==> src/rtl/io_pwm_led.sv <==
// io_pwm_led: CH-channel memory-mapped PWM LED driver with shared prescaler, period-aligned duty shadows and load readback.
// Define IO_LED_BLINK_EN to add the BLINK register (per-channel mask + divider) and its period counter.
module io_pwm_led #(
  parameter int         CH       = 3,
  parameter int         PWM_W    = 8,
  parameter int         PRE_W    = 16,
  parameter logic [9:0] BASE_IDX = 10'h3F0
) (
  input  logic          clk,
  input  logic          rst_n,
  input  logic [3:0]    st_we_io,
  input  logic [9:0]    st_adr_io,
  input  logic [31:0]   st_data_io,
  input  logic          ld_re_io,
  input  logic [9:0]    ld_adr_io,
  output logic [31:0]   ld_data_io,
  output logic [CH-1:0] led
);

  logic [1:0]       ctrl;
  logic [PRE_W-1:0] prescale;
  logic [PRE_W-1:0] pre_cnt;
  logic [PWM_W-1:0] pwm_cnt;
  logic [PWM_W-1:0] duty_reg [CH];
  logic [PWM_W-1:0] shadow   [CH];
  logic [PWM_W-1:0] duty_nxt [CH];

  logic [9:0]       st_rel;
  logic [9:0]       ld_rel;
  logic             wr;
  logic             wr_ctrl;
  logic             wr_pre;
  logic [CH-1:0]    wr_duty;
  logic [31:0]      bm;
  logic [31:0]      rd_data;
  logic [1:0]       ctrl_nxt;
  logic [PRE_W-1:0] pre_nxt;
  logic             tick;
  logic             period_start;
  logic [CH-1:0]    led_nxt;
  logic             unused_bits;

  // Byte-lane bit mask: each field keeps its old bits where the lane is not enabled.
  assign bm       = {{8{st_we_io[3]}}, {8{st_we_io[2]}}, {8{st_we_io[1]}}, {8{st_we_io[0]}}};
  assign st_rel   = st_adr_io - BASE_IDX;
  assign ld_rel   = ld_adr_io - BASE_IDX;
  assign wr       = |st_we_io;
  assign wr_ctrl  = wr && (st_rel == 10'd0);
  assign wr_pre   = wr && (st_rel == 10'd1);
  assign ctrl_nxt = (ctrl & ~bm[1:0]) | (st_data_io[1:0] & bm[1:0]);
  assign pre_nxt  = (prescale & ~bm[PRE_W-1:0]) | (st_data_io[PRE_W-1:0] & bm[PRE_W-1:0]);

  assign tick         = (pre_cnt == prescale);
  assign period_start = tick && (pwm_cnt == {PWM_W{1'b1}});

  // Field bits above each register's width are simply never stored.
  assign unused_bits  = ^{st_data_io, bm};

  always_comb begin
    for (int i = 0; i < CH; i++) begin
      wr_duty[i]  = wr && (st_rel == 10'(2 + i));
      duty_nxt[i] = wr_duty[i]
                  ? ((duty_reg[i] & ~bm[PWM_W-1:0]) | (st_data_io[PWM_W-1:0] & bm[PWM_W-1:0]))
                  : duty_reg[i];
    end
  end

`ifdef IO_LED_BLINK_EN
  logic [CH-1:0] blink_mask;
  logic [CH-1:0] blink_mask_nxt;
  logic [3:0]    blink_div;
  logic [3:0]    blink_div_nxt;
  logic [15:0]   blink_cnt;
  logic          wr_blink;
  logic          blink_phase;

  assign wr_blink       = wr && (st_rel == 10'(2 + CH));
  assign blink_mask_nxt = (blink_mask & ~bm[CH-1:0]) | (st_data_io[CH-1:0] & bm[CH-1:0]);
  assign blink_div_nxt  = (blink_div & ~bm[11:8]) | (st_data_io[11:8] & bm[11:8]);
  assign blink_phase    = blink_cnt[blink_div];

  always_ff @(posedge clk) begin
    if (!rst_n) begin
      blink_mask <= '0;
      blink_div  <= '0;
      blink_cnt  <= '0;
    end else begin
      if (wr_blink) begin
        blink_mask <= blink_mask_nxt;
        blink_div  <= blink_div_nxt;
      end
      if (period_start) blink_cnt <= blink_cnt + 16'd1;
    end
  end
`endif

  always_comb begin
    for (int i = 0; i < CH; i++) begin
      led_nxt[i] = 1'b0;
      if (ctrl[0]) begin
        if (!ctrl[1]) led_nxt[i] = |duty_reg[i];
        else          led_nxt[i] = (&shadow[i]) || (pwm_cnt < shadow[i]);
      end
`ifdef IO_LED_BLINK_EN
      if (blink_mask[i] && blink_phase) led_nxt[i] = 1'b0;
`endif
    end
  end

  // Readback shows the programmed duty, not the shadow in use.
  always_comb begin
    rd_data = '0;
    if (ld_rel == 10'd0)      rd_data[1:0]       = ctrl;
    else if (ld_rel == 10'd1) rd_data[PRE_W-1:0] = prescale;
    for (int i = 0; i < CH; i++) begin
      if (ld_rel == 10'(2 + i)) rd_data[PWM_W-1:0] = duty_reg[i];
    end
`ifdef IO_LED_BLINK_EN
    if (ld_rel == 10'(2 + CH)) begin
      rd_data[CH-1:0] = blink_mask;
      rd_data[11:8]   = blink_div;
    end
`endif
  end

  always_ff @(posedge clk) begin
    if (!rst_n) begin
      ctrl       <= '0;
      prescale   <= '0;
      pre_cnt    <= '0;
      pwm_cnt    <= '0;
      led        <= '0;
      ld_data_io <= '0;
      for (int i = 0; i < CH; i++) begin
        duty_reg[i] <= '0;
        shadow[i]   <= '0;
      end
    end else begin
      if (wr_ctrl) ctrl     <= ctrl_nxt;
      if (wr_pre)  prescale <= pre_nxt;
      if (wr_pre || tick) pre_cnt <= '0;
      else                pre_cnt <= pre_cnt + PRE_W'(1);
      if (tick) pwm_cnt <= pwm_cnt + PWM_W'(1);
      for (int i = 0; i < CH; i++) begin
        duty_reg[i] <= duty_nxt[i];
        if (period_start) shadow[i] <= duty_nxt[i];
      end
      led <= led_nxt;
      if (ld_re_io) ld_data_io <= rd_data;
    end
  end

endmodule

==> config.mk <==
export PLATFORM = sky130hd
export DESIGN_NAME = io_pwm_led
export DESIGN_NICKNAME = d
export VERILOG_FILES = /design/src/rtl/io_pwm_led.sv
export SDC_FILE = /design/constraint.sdc
export NUM_CORES = 1
export LEC_CHECK = 0
export CORE_AREA = 2 2 100 112
export CTS_CLUSTER_DIAMETER = 50
export DETAILED_ROUTE_END_ITERATION = 10
export DIE_AREA = 0 0 102 114
export GPL_TIMING_DRIVEN = 0
export PLACE_DENSITY_LB_ADDON = 0.08
export SETUP_SLACK_MARGIN = 0.5
export SYNTH_ARGS = -nofsm -noshare
export SYNTH_HDL_FRONTEND = slang
export SYNTH_SLANG_ARGS = --single-unit
export TNS_END_PERCENT = 50
==> constraint.sdc <==
create_clock -name clk -period 4.6 [get_ports clk]
set_input_delay 0.69 -clock clk [delete_from_list [all_inputs] [get_ports clk]]
set_output_delay 0.69 -clock clk [all_outputs]
set_load 0.03 [all_outputs]
==> run_results.csv <==
group,metric,value,unit
floorplanning,floorplan.core_area,10600,sq um
power_and_ir_drop,power.ir.vdd_worst,0.151,mV
yosys,synth.top_cell.area_share,31.4,%
yosys,synth_seq_area_share,44.7,%
place,post-place-ws,1.50,ns
yosys,cell_area_after_synthesis,5420,sq um
power_and_ir_drop,power.total,1.93,mW
place,dpl_cell_area,6280,sq um
place,place_hpwl,10300,um
floorplanning,ioPinCount,94,
outcome,status,"finished clean",
sta,timing_worst_slew_pin_value,0.733,ns
floorplanning,rows,40,
cts,postCtsSetupBuffers,0,
cells_and_area,nets,716,
routing,final_antenna_net_count,0,
cts,clockBufferDepth,2,
floorplanning,die_y,114,um
worst_setup_path,path_class,"input pin to flip-flop",
power_and_ir_drop,total_leakage_power,2.60,nW
worst_setup_path,critical_path_arrival,2.85,ns
cells_and_area,final_cell_area,6580,sq um
cells_and_area,mostFrequentLayoutCells,"dfxtp_1 (85), nor2_1 (72), clkdlybuf4s50_1 (59)",
worst_setup_path,crit_fanout,8,
cts,post_cts_hold_buffer_count,0,
routing,drt_pre_antenna_iters,4,
floorplanning,dieArea,11600,sq um
cells_and_area,area.growth.synth_to_final,21.4,%
place,port-buffer-count,59,
yosys,post_synth_main_area_contributors,"dfxtp_1 (31%), edfxtp_1 (13%), mux2i_1 (7.9%)",
grt,grt_util_all_layers,23.5,%
routing,dr_wl_met2,6750,um
sta,timing.slew.headroom,51.0,%
grt,first_global_vias,4083,
sta,finalHoldViolCount,0,
routing,routed_wire_length_per_instance,16.5,um
worst_setup_path,cp-start-kind,"input pin",
routing,detail_route.iter0.violations,238,
sta,worst_slack,1.84,ns
yosys,synth.distinct_cells,51,
routing,detailroute.wirelength.met3,441,um
routing,post-route-drc-count,0,
cells_and_area,final-instance-count-excl-fill,786,
sta,final-max-slew-violation-count,0,
sta,max_freq,362,MHz
min_path,hold_path_class,"flip-flop to flip-flop",
power_and_ir_drop,power_density,293,nW/um^2
worst_setup_path,cp_data_required_time,4.69,ns
grt,grt_antenna_before_repair,0,
yosys,synth-edff-count,24,
floorplanning,start_util,51.1,%
yosys,synthesis.area_per_instance,9.89,sq um
cts,clkSinkCount,109,
yosys,dominant_cell_type_by_area_after_synthesis,"dfxtp_1",
routing,finalWirelength,13000,um
floorplanning,die_w,102,um
cells_and_area,most_common_cell_after_layout_fill_and_taps_aside,"dfxtp_1",
cells_and_area,post_route_cells_drive_above_1_share,13.0,%
sta,final.setup_skew,0.0112,ns
yosys,asyncSetResetFlopFracSynth,0,%
grt,grt_max_degree,22,
run,maxCapViolations,0,
sta,rsz0062_at_grt,"no",
routing,dr_total_vias,4155,
cts,h-tree-depth,3,
sta,final_min_period_over_clock_period,60.0,%
cts,cts_tree,"built",
cts,clk_root_buffer_cell,"clkbuf_16",
yosys,yosysWarningCount,0,
cts,cts_made_buffers,9,
sta,finalSetupViolCount,0,
sta,hold_slack,0.469,ns
grt,overflow,0,
sta,tns,0,ns
sta,fin_crit,2.76,ns
yosys,ys_seq_elements,109,
routing,via_per_inst,5.29,
cells_and_area,insertedDiodeCount,0,
grt,grt_first_pass_wirelength,20900,um
yosys,synth_cells,548,
place,placed_cells,770,
cts,post_cts.resized_instances,0,
cts,clk_transition_reported_paths,0.07,ns
routing,detail_route.wirelength.met1,5580,um
yosys,ys_dominant_reg_cell,"dfxtp_1",
cts,insertion_delay,0.35,ns
place,place.gp.congestion,0.880,
cells_and_area,post-route-util,62.0,%
routing,highest_layer,"met4",
worst_setup_path,critPathCaptureType,"flip-flop",
==> cells in the mapped netlist, types with 2 or more instances <==
master,count
o31ai_1,2
nor4_2,4
nor2_4,10
xor2_1,23
ha_1,23
clkbuf_1,14
nor2_2,10
or3_1,2
a211oi_1,2
nor3b_1,3
nand2_1,18
and3_1,3
a31o_2,3
a21o_1,6
dfxtp_1,85
or4_1,5
nor3_1,7
mux2_2,6
nor2_1,72
nor4_1,2
nand2b_1,9
nand4_1,21
mux4_2,2
buf_6,3
mux2i_1,43
o221a_2,2
a221oi_1,6
a21oi_1,26
nand3_1,20
edfxtp_1,24
o21ai_0,11
inv_1,31
buf_4,16
xnor2_1,7
a22oi_1,4
a22o_1,3
buf_2,4
o211ai_1,3
==> cell families (layout without fill, tap and decap cells) <==
logic type / after synthesis / count (layout) / share of synthesized area (%)
flip-flops: 109 / 109 / 44.7
XOR/XNOR: 31 / 31 / 5.15
other: 1 / 16 / 0.0692
AO/OA/AOI/OAI: 69 / 69 / 8.24
multiplexers: 51 / 51 / 10.0
AND/OR/NAND/NOR: 195 / 195 / 19.8
adder cells (fa/ha/maj): 23 / 23 / 5.31
buffers and inverters: 69 / 145 / 6.69
==> critical path, stage by stage <==
cell and delay [ns]:
clkdlybuf4s50_1 0.45, nand4_1 0.11, or4_1 0.57, nor3b_1 0.27, buf_2 0.31, mux2i_1 0.43, nor2_4 0.03
==> final cells by class <==
cell class                      instances  area, sq um
Clock buffer                           11          236
Sequential cell                       109         2420
Timing Repair Buffer                   60          606
Buffer                                 38          246
Clock inverter                          5         61.3
Multi-Input combinational cell        385         2710
Inverter                               31          116
Tap cell                              147          184
Fill cell                             944         4030
==> per-layer routing <==
layer  global-route usage [%]  vias up
met5                        0        -
met4                     6.76        0
met3                     4.78       13
met2                     40.2       77
met1                     30.1     1991
li1                         -     2074
==> power by group <==
part	switching, mW	internal (mW)	leakage, nW	total, mW
clock	0.343	0.431	0.147	0.773
sequential	0.0116	0.988	0.934	1.00
combinational	0.0837	0.0711	1.52	0.155
==> path summary, 6_finish.rpt <==
kind / slack (ns) / cells past startpoint / end / start
worst max-delay path: 1.84 / 7 / shadow[0][16] / st_adr_io[9]
worst max register to register: 2.19 / 7 / shadow[0][5] / flip-flop
worst min-delay path: 0.47 / 2 / ld_data_io[11] / ld_data_io[11]
worst min register to register: 0.47 / 2 / ld_data_io[11] / ld_data_io[11]
(Power assumes the default switching activity.)
